===== config.mk =====
export PLATFORM = sky130hd
export DESIGN_NAME = alu_exec_unit
export DESIGN_NICKNAME = d
export VERILOG_FILES = /design/src/rtl/alu_exec_unit.sv
export SDC_FILE = /design/constraint.sdc
export NUM_CORES = 1
export LEC_CHECK = 0
export ABC_AREA = 1
export BUFFER_PORTS_ARGS = -buffer_cell sky130_fd_sc_hd__buf_2
export CORE_MARGIN = 4
export CORE_UTILIZATION = 32
export CTS_CLUSTER_DIAMETER = 40
export DETAILED_ROUTE_END_ITERATION = 8
export MAX_ROUTING_LAYER = met4
export SLEW_MARGIN = 20
export SYNTH_ARGS = -nofsm -noshare
export SYNTH_HDL_FRONTEND = slang
export SYNTH_SLANG_ARGS = --single-unit
export TNS_END_PERCENT = 100

===== constraint.sdc =====
create_clock -name clk -period 3.91 [get_ports clk]
set_input_delay 0.782 -clock clk [delete_from_list [all_inputs] [get_ports clk]]
set_output_delay 0.782 -clock clk [all_outputs]
set_load 0.01 [all_outputs]

===== src/rtl/alu_exec_unit.sv =====
// Integer execute stage: single-cycle ALU ops plus a bit-serial shifter,
// delivering one registered result at a time over valid/ready handshakes.
module alu_exec_unit #(
    parameter int XLEN = 32
) (
    input  logic            clk,
    input  logic            rst_n,
    input  logic            in_valid,
    output logic            in_ready,
    input  logic [3:0]      alu_control,
    input  logic [XLEN-1:0] op_a,
    input  logic [XLEN-1:0] op_b,
    output logic            out_valid,
    input  logic            out_ready,
    output logic [XLEN-1:0] out_result,
    output logic            out_zero,
    output logic            out_illegal,
    output logic            busy
);
    localparam int SHW = $clog2(XLEN);

    localparam logic [1:0] KIND_SLL = 2'd0;
    localparam logic [1:0] KIND_SRL = 2'd1;
    localparam logic [1:0] KIND_SRA = 2'd2;

    typedef enum logic [1:0] {S_IDLE, S_SHIFT, S_DONE} state_t;

    state_t          state_q, state_d;
    logic [XLEN-1:0] res_q, res_d;
    logic            zero_q, zero_d;
    logic            ill_q, ill_d;
    logic [XLEN-1:0] work_q, work_d;
    logic [SHW-1:0]  cnt_q, cnt_d;
    logic [1:0]      kind_q, kind_d;

    logic [SHW-1:0]  shamt;
    logic            accept;
    logic            is_shift;
    logic [1:0]      new_kind;
    logic [XLEN-1:0] alu_res;
    logic            alu_ill;
    logic [XLEN-1:0] work_step;

    assign shamt     = op_b[SHW-1:0];
    assign in_ready  = (state_q == S_IDLE) | ((state_q == S_DONE) & out_ready);
    assign accept    = in_valid & in_ready;
    assign out_valid = (state_q == S_DONE);
    assign busy      = (state_q == S_SHIFT);
    assign out_result  = res_q;
    assign out_zero    = zero_q;
    assign out_illegal = ill_q;

    // Single-cycle datapath; a zero-distance shift degenerates to op_a.
    always_comb begin
        alu_res  = '0;
        alu_ill  = 1'b0;
        is_shift = 1'b0;
        new_kind = KIND_SLL;
        case (alu_control)
            4'b0000: alu_res = op_a + op_b;
            4'b0001: alu_res = op_a - op_b;
            4'b0010: alu_res = op_a & op_b;
            4'b0011: alu_res = op_a | op_b;
            4'b0100: alu_res = op_a ^ op_b;
            4'b0101: begin
                alu_res  = op_a;
                is_shift = 1'b1;
                new_kind = KIND_SLL;
            end
            4'b0110: begin
                alu_res  = op_a;
                is_shift = 1'b1;
                new_kind = KIND_SRL;
            end
            4'b0111: alu_res = {{(XLEN-1){1'b0}}, ($signed(op_a) < $signed(op_b))};
            4'b1000: alu_res = {{(XLEN-1){1'b0}}, (op_a < op_b)};
            4'b1001: begin
                alu_res  = op_a;
                is_shift = 1'b1;
                new_kind = KIND_SRA;
            end
            default: alu_ill = 1'b1;
        endcase
    end

    always_comb begin
        case (kind_q)
            KIND_SRL: work_step = {1'b0, work_q[XLEN-1:1]};
            KIND_SRA: work_step = {work_q[XLEN-1], work_q[XLEN-1:1]};
            default:  work_step = {work_q[XLEN-2:0], 1'b0};
        endcase
    end

    always_comb begin
        state_d = state_q;
        res_d   = res_q;
        zero_d  = zero_q;
        ill_d   = ill_q;
        work_d  = work_q;
        cnt_d   = cnt_q;
        kind_d  = kind_q;
        case (state_q)
            S_SHIFT: begin
                work_d = work_step;
                cnt_d  = cnt_q - 1'b1;
                if (cnt_q == {{(SHW-1){1'b0}}, 1'b1}) begin
                    state_d = S_DONE;
                    res_d   = work_step;
                    zero_d  = (work_step == '0);
                    ill_d   = 1'b0;
                end
            end
            default: begin
                if ((state_q == S_DONE) && out_ready) begin
                    state_d = S_IDLE;
                end
                // A new op can load on the same edge the old result hands off.
                if (accept) begin
                    if (is_shift && (shamt != '0)) begin
                        state_d = S_SHIFT;
                        work_d  = op_a;
                        cnt_d   = shamt;
                        kind_d  = new_kind;
                    end else begin
                        state_d = S_DONE;
                        res_d   = alu_res;
                        zero_d  = (alu_res == '0);
                        ill_d   = alu_ill;
                    end
                end
            end
        endcase
    end

    always_ff @(posedge clk or negedge rst_n) begin
        if (!rst_n) begin
            state_q <= S_IDLE;
            res_q   <= '0;
            zero_q  <= 1'b0;
            ill_q   <= 1'b0;
            work_q  <= '0;
            cnt_q   <= '0;
            kind_q  <= KIND_SLL;
        end else begin
            state_q <= state_d;
            res_q   <= res_d;
            zero_q  <= zero_d;
            ill_q   <= ill_d;
            work_q  <= work_d;
            cnt_q   <= cnt_d;
            kind_q  <= kind_d;
        end
    end
endmodule


# After elaboration in Yosys (flattened, before gate mapping)
# Index checks and enable logic that the tools add are counted.
[classes]
n_addsub = 3
order_cmp = 2
eq_ne = 16
muxes = 28
bitwise_logic = 7
reduce_logical = 16
[op_table]
columns = ["op", "n"]
rows = [
  ["$pmux W32 S8", 1],
  ["$mux W32", 7],
  ["$logic_not A32 Y1", 2],
  ["$lt A32 B32 Y1", 2],
  ["$pmux W32 S2", 1],
  ["$add A32 B32 Y32", 1],
  ["$and A32 B32 Y32", 1],
  ["$or A32 B32 Y32", 1],
  ["$sub A32 B32 Y32", 1],
  ["$xor A32 B32 Y32", 1],
  ["$eq A4 B3 Y1 const B", 4],
  ["$mux W5", 3],
  ["$mux W1", 10],
  ["$mux W2", 5],
  ["$reduce_or A10 Y1", 1],
  ["$eq A4 B2 Y1 const B", 2],
  ["$eq A4 B4 Y1 const B", 2],
  ["$reduce_and A3 Y1", 2],
  ["$eq A5 B1 Y1 const B", 1],
  ["$reduce_bool A5 Y1", 1],
  ["$sub A5 B1 Y5 const B", 1],
  ["$eq A2 B1 Y1 const B", 2],
  ["$eq A2 B2 Y1 const B", 2],
  ["$eq A4 B1 Y1 const B", 1],
  ["13 further kinds", 17],
]
[word_totals]
ff_bits = 75
in_bits = 72
out_inout_bits = 37

# Logic depth before layout (Yosys ltp)
[logic_depth]
ltp_word = 7
ltp_mapped = 22

# Worst setup path after synthesis
# Ideal clock, no wire load.
[synth_timing]
path_kind = "in2reg"
start = "input op_a[0]"
end = "register zero_q (netlist: out_zero)"
setup_time_ns = 0.077
arrival_ns = 2.601
setup_slack_ns = 1.232
stages = 20
cell_sequence = "ha_1 > inv_1 > fa_1 > inv_1 > nand2_1 > nand2_1 > nand3_1 > nand2_1 > nand2_1 > nand2_1 > nand2_1 > nand3_1 > nand2_1 > nor2_2 > nand3_1 > nor2_1 > nand2_1 > nor2_1 > nand3_1 > a21oi_1"
[synth_via]
elab_chain_len = 6
elab_cells_between_ends = 12
classes_between = "add/sub: 2; order compare: 2; mux: 4; bitwise: 3; reduce/logical: 1"
[synth_lines]
columns = ["item", "line_no", "source"]
rows = [
  ["start: declaration", "11", "input logic [XLEN-1:0] op_a,"],
  ["$sub A32 B32 Y32, or another cell as far along", "61", "4'b0001: alu_res = op_a - op_b;"],
  ["$pmux W32 S8 *", "59", "case (alu_control)"],
  ["$logic_not A32 Y1 *", "127", "zero_d = (alu_res == '0);"],
  ["$mux W1 *", "119", "if (is_shift && (shamt != '0)) begin"],
  ["$mux W1 *", "118", "if (accept) begin"],
  ["$mux W1 *", "102", "case (state_q)"],
  ["end signal: assignment", "147", "zero_q <= zero_d;"],
  ["end: declaration", "30", "logic zero_q, zero_d;"],
]
# Every way passes the cells marked *; elsewhere a longest branch is shown, timed or not. The select of a mux whose other input is x is not followed.
# A chain may end at the register's enable or synchronous reset.

# Worst setup path in the final report
[layout_timing]
start = "input op_b[0]"
end = "register zero_q (netlist: out_zero)"
[layout_via]
elab_chain_len = 6
elab_cells_between_ends = 16
classes_between = "add/sub: 2; order compare: 2; eq/ne: 1; mux: 4; bitwise: 3; reduce/logical: 4"
[layout_lines]
columns = ["item", "line_no", "source"]
rows = [
  ["start: declaration", "12", "input logic [XLEN-1:0] op_b,"],
  ["$sub A32 B32 Y32, or another cell as far along", "61", ""],
  ["$pmux W32 S8", "59", ""],
  ["$logic_not A32 Y1", "127", ""],
  ["$mux W1", "119", ""],
  ["$mux W1", "118", ""],
  ["$mux W1", "102", ""],
]
# Parallel ways exist; a longest one is shown, timed or not. The select of a mux whose other input is x is not followed.

==> metrics <==
Clock Tree Root=clkbuf_16; Distinct cells, synth=39; Initial Util=32.5%; Top FF cell, synth=dfrtp_1; via count=about 12000; final WL=44700 um; maximum fanout along the worst path=4; die extent in x=about 190 um; Power Density=391 nW/um^2; Synth Net Count=slightly below 2000; placed cell areas=11500 um^2; Worst EP required=about 4.2 ns; vias per cell=5.24; Clk network pwr share=18.3%; buffers inserted by post-CTS timing repair=0; most frequent cells in the layout=534 x nand2_1, 341 x inv_1, 159 x nand3_1; Core Rows=66; DR iter-0 viols=1266; sequential area share after synthesis=around 18%; share of layout cells above drive strength 1=around a tenth; CTS Hold Bufs=0; # DRC=0; CP Capture Type=register; yosys warns=0; hold_ws=0.321 ns; Boundary Pins=109; clock latency on the worst-skew pair=0.35 ns; grt ovf=0; Max Cap Viol=0; CTS tree=done; Die H=190 um; post-route worst setup slack=0.384 ns; fraction of registers with async set/reset=100%; CTS Sinks=75; Worst Clk Skew=0.00933 ns; CP arrival=about 3.8 ns; Layout Utilization=36.3%; H-tree Lvls=3; type of the tightest min-delay check=in2async; critical path type=in2reg; R2R depth=11; Slew headroom=approximately two fifths; final non-filler cell area=11800 um^2; Critical R2R Capture=out_zero$_DFFE_PN0P_; final hold violations=0; sw power=around 2.2 mW; post-route insts no fill=2312; fmax=284 MHz; Worst-Margin Slew=0.900 ns; Final setup viols=0; Post-DRT Antenna Nets=0; total clock buffers created by CTS=9; Tcrit/Tclk final=90.2%; Worst path max stage delay=0.44 ns; sequential power share=27.4%; Final #Nets=2055; Synth Instances=1788; Yosys top cell area share=between 10% and 20%; Cell Int Power=2.44 mW; status=finished clean; first-pass GRT wire length=roughly 67000 um; clock period minus worst slack=3.53 ns; GR Util All Layers=24.7%; placed cell count=2294; fin. max-slew vios=0; Critical Path Sink=out_zero$_DFFE_PN0P_; DPL Wire Length=36400 um; combinational share of power=54.3%; Total Power=4.62 mW; PortBufs=108; pre-CTS setup slack=about 0.22 ns; Initial DRT Pass Iterations=6; CP Launch Type=input pin; largest net degree at the start of global routing=76; DIE AREA=36100 um^2; CP Cell Sequence=buf_2, ha_1, inv_1, fa_1, inv_1, nand2_1, nand2_1, nand3_1, nand2_1, nand2_1, nand3_1, nand3b_1, nor2_1, nand3_1, nor3_1, nand3_1, a21oi_1; Max Buffers Root-to-Sink=2; Slowest cell on crit path=fa_1; Layout area overhead=11.4%; vias in the first global route=roughly 11000; #FFs+latches synth=75; clk slew on worst S/H paths=0.06 ns; Placeable Area=32600 um^2; RSZ-0062 raised after global routing=no; Post-CTS Resized=0; area leader, netlist=nand2_1; routability congestion estimate from global placement=1.05; initial antenna violation count=1; Setup TNS=0 ns; Static Leak=6.61 nW; worst r2r src=kind_q[1]$_DFFE_PN0P_; switching part of the total power=47.2%; most common cell after layout, fill and taps aside=nand2_1; CP startpoint=op_b[0]; FF-to-FF setup slack=1.12 ns; synthesized area=10600 um^2; VDD IR max=0.000327 V; Routed WL per cell=between 15 and 20 um; Avg Cell Area, Syn=roughly 6 um^2; EDFF count, synth=0; top post-synthesis cells by area=nand2_1 19%, dfrtp_1 18%, ha_1 14%
[per-layer routing]
metal | vias to the layer above | global-route usage [%] | share of wire (%)
li1 | 5862 | - | -
met1 | 5578 | 34.1 | 44
met2 | 602 | 37.8 | 44
met3 | 80 | 3.56 | 9.3
met4 | 0 | 6.93 | 2.6
met5 | - | - | 0
[power groups by stage]
stage          registers, mW  clock network (mW)  logic, mW
6_report                1.27               0.844       2.51
5_1_grt                 1.31               0.887       2.77
4_1_cts                 1.27               0.862       2.47
3_5_place_dp            1.28                   0       2.45
3_3_place_gp            1.28                   0       2.46
2_1_floorplan           1.33                   0       1.53
[cell families (layout without fill, tap and decap cells)]
logic type | Yosys count | count (layout) | synth area share, %
other | 0 | 2 | 0
DFF | 75 | 75 | 17.7
AOI/OAI and AO/OA | 267 | 267 | 16.3
buffers and inverters | 422 | 502 | 16.1
adders and majority gates | 119 | 119 | 14.2
and+or+nand+nor | 905 | 905 | 35.7
[area by class of cell]
class                           instances  area [um^2]
Clock inverter                          5         53.8
Sequential cell                        75         1880
Fill cell                            3639        20800
Antenna cell                            2         5.00
Tap cell                              442          553
Multi-Input combinational cell       1291         7020
Timing Repair Buffer                  132          743
Inverter                              355         1330
Clock buffer                           10          239
[synthesized netlist by cell type, types with 2 or more instances]
cell,n
a211oi_1,6
a21boi_0,28
a21oi_1,48
a221oi_1,17
a22oi_1,2
and2_1,2
and3_1,3
buf_2,34
buf_4,7
buf_6,8
clkbuf_1,17
clkinv_1,2
dfrtp_1,75
fa_1,2
ha_1,117
inv_1,341
inv_2,12
nand2_1,534
nand2_2,7
nand3_1,159
nand3_2,2
nand3b_1,4
nand4_1,15
nor2_1,134
nor2_2,15
nor3_1,17
nor4_1,10
o211ai_1,7
o21a_1,3
o21ai_0,52
o21ai_1,3
o21bai_1,5
o221ai_1,33
o22ai_1,61
or2_2,2
[registers in the layout, indices dropped and copies added (netlist names)]
| name | count |
|---|---|
| cnt_q | 5 |
| out_illegal | 1 |
| kind_q | 2 |
| out_zero | 1 |
| state_q | 2 |
| work_q | 32 |
| out_result | 32 |
[worst min path at each step]
stage | from | endpoint | slack [ns] | cells after the start
2_1_floorplan | state_q[1]$_DFFE_PN0P_ | state_q[1]$_DFFE_PN0P_ | 0.45 | 2
3_3_place_gp | state_q[1]$_DFFE_PN0P_ | state_q[1]$_DFFE_PN0P_ | 0.46 | 2
3_5_place_dp | state_q[1]$_DFFE_PN0P_ | state_q[1]$_DFFE_PN0P_ | 0.47 | 2
4_1_cts | state_q[1]$_DFFE_PN0P_ | state_q[1]$_DFFE_PN0P_ | 0.48 | 2
5_1_grt | rst_n | out_result[28]$_DFFE_PN0P_ | 0.34 | 1
6_report | rst_n | out_result[29]$_DFFE_PN0P_ | 0.32 | 1
[critical path: cells and delay by family]
kind | cells | cell delay [ns]
buffers and inverters | 3 | 0.40
and+or+nand+nor | 11 | 1.72
adders and majority gates | 2 | 0.74
AOI/OAI and AO/OA | 1 | 0.16
No activity file was read; power rests on OpenSTA's default activity.
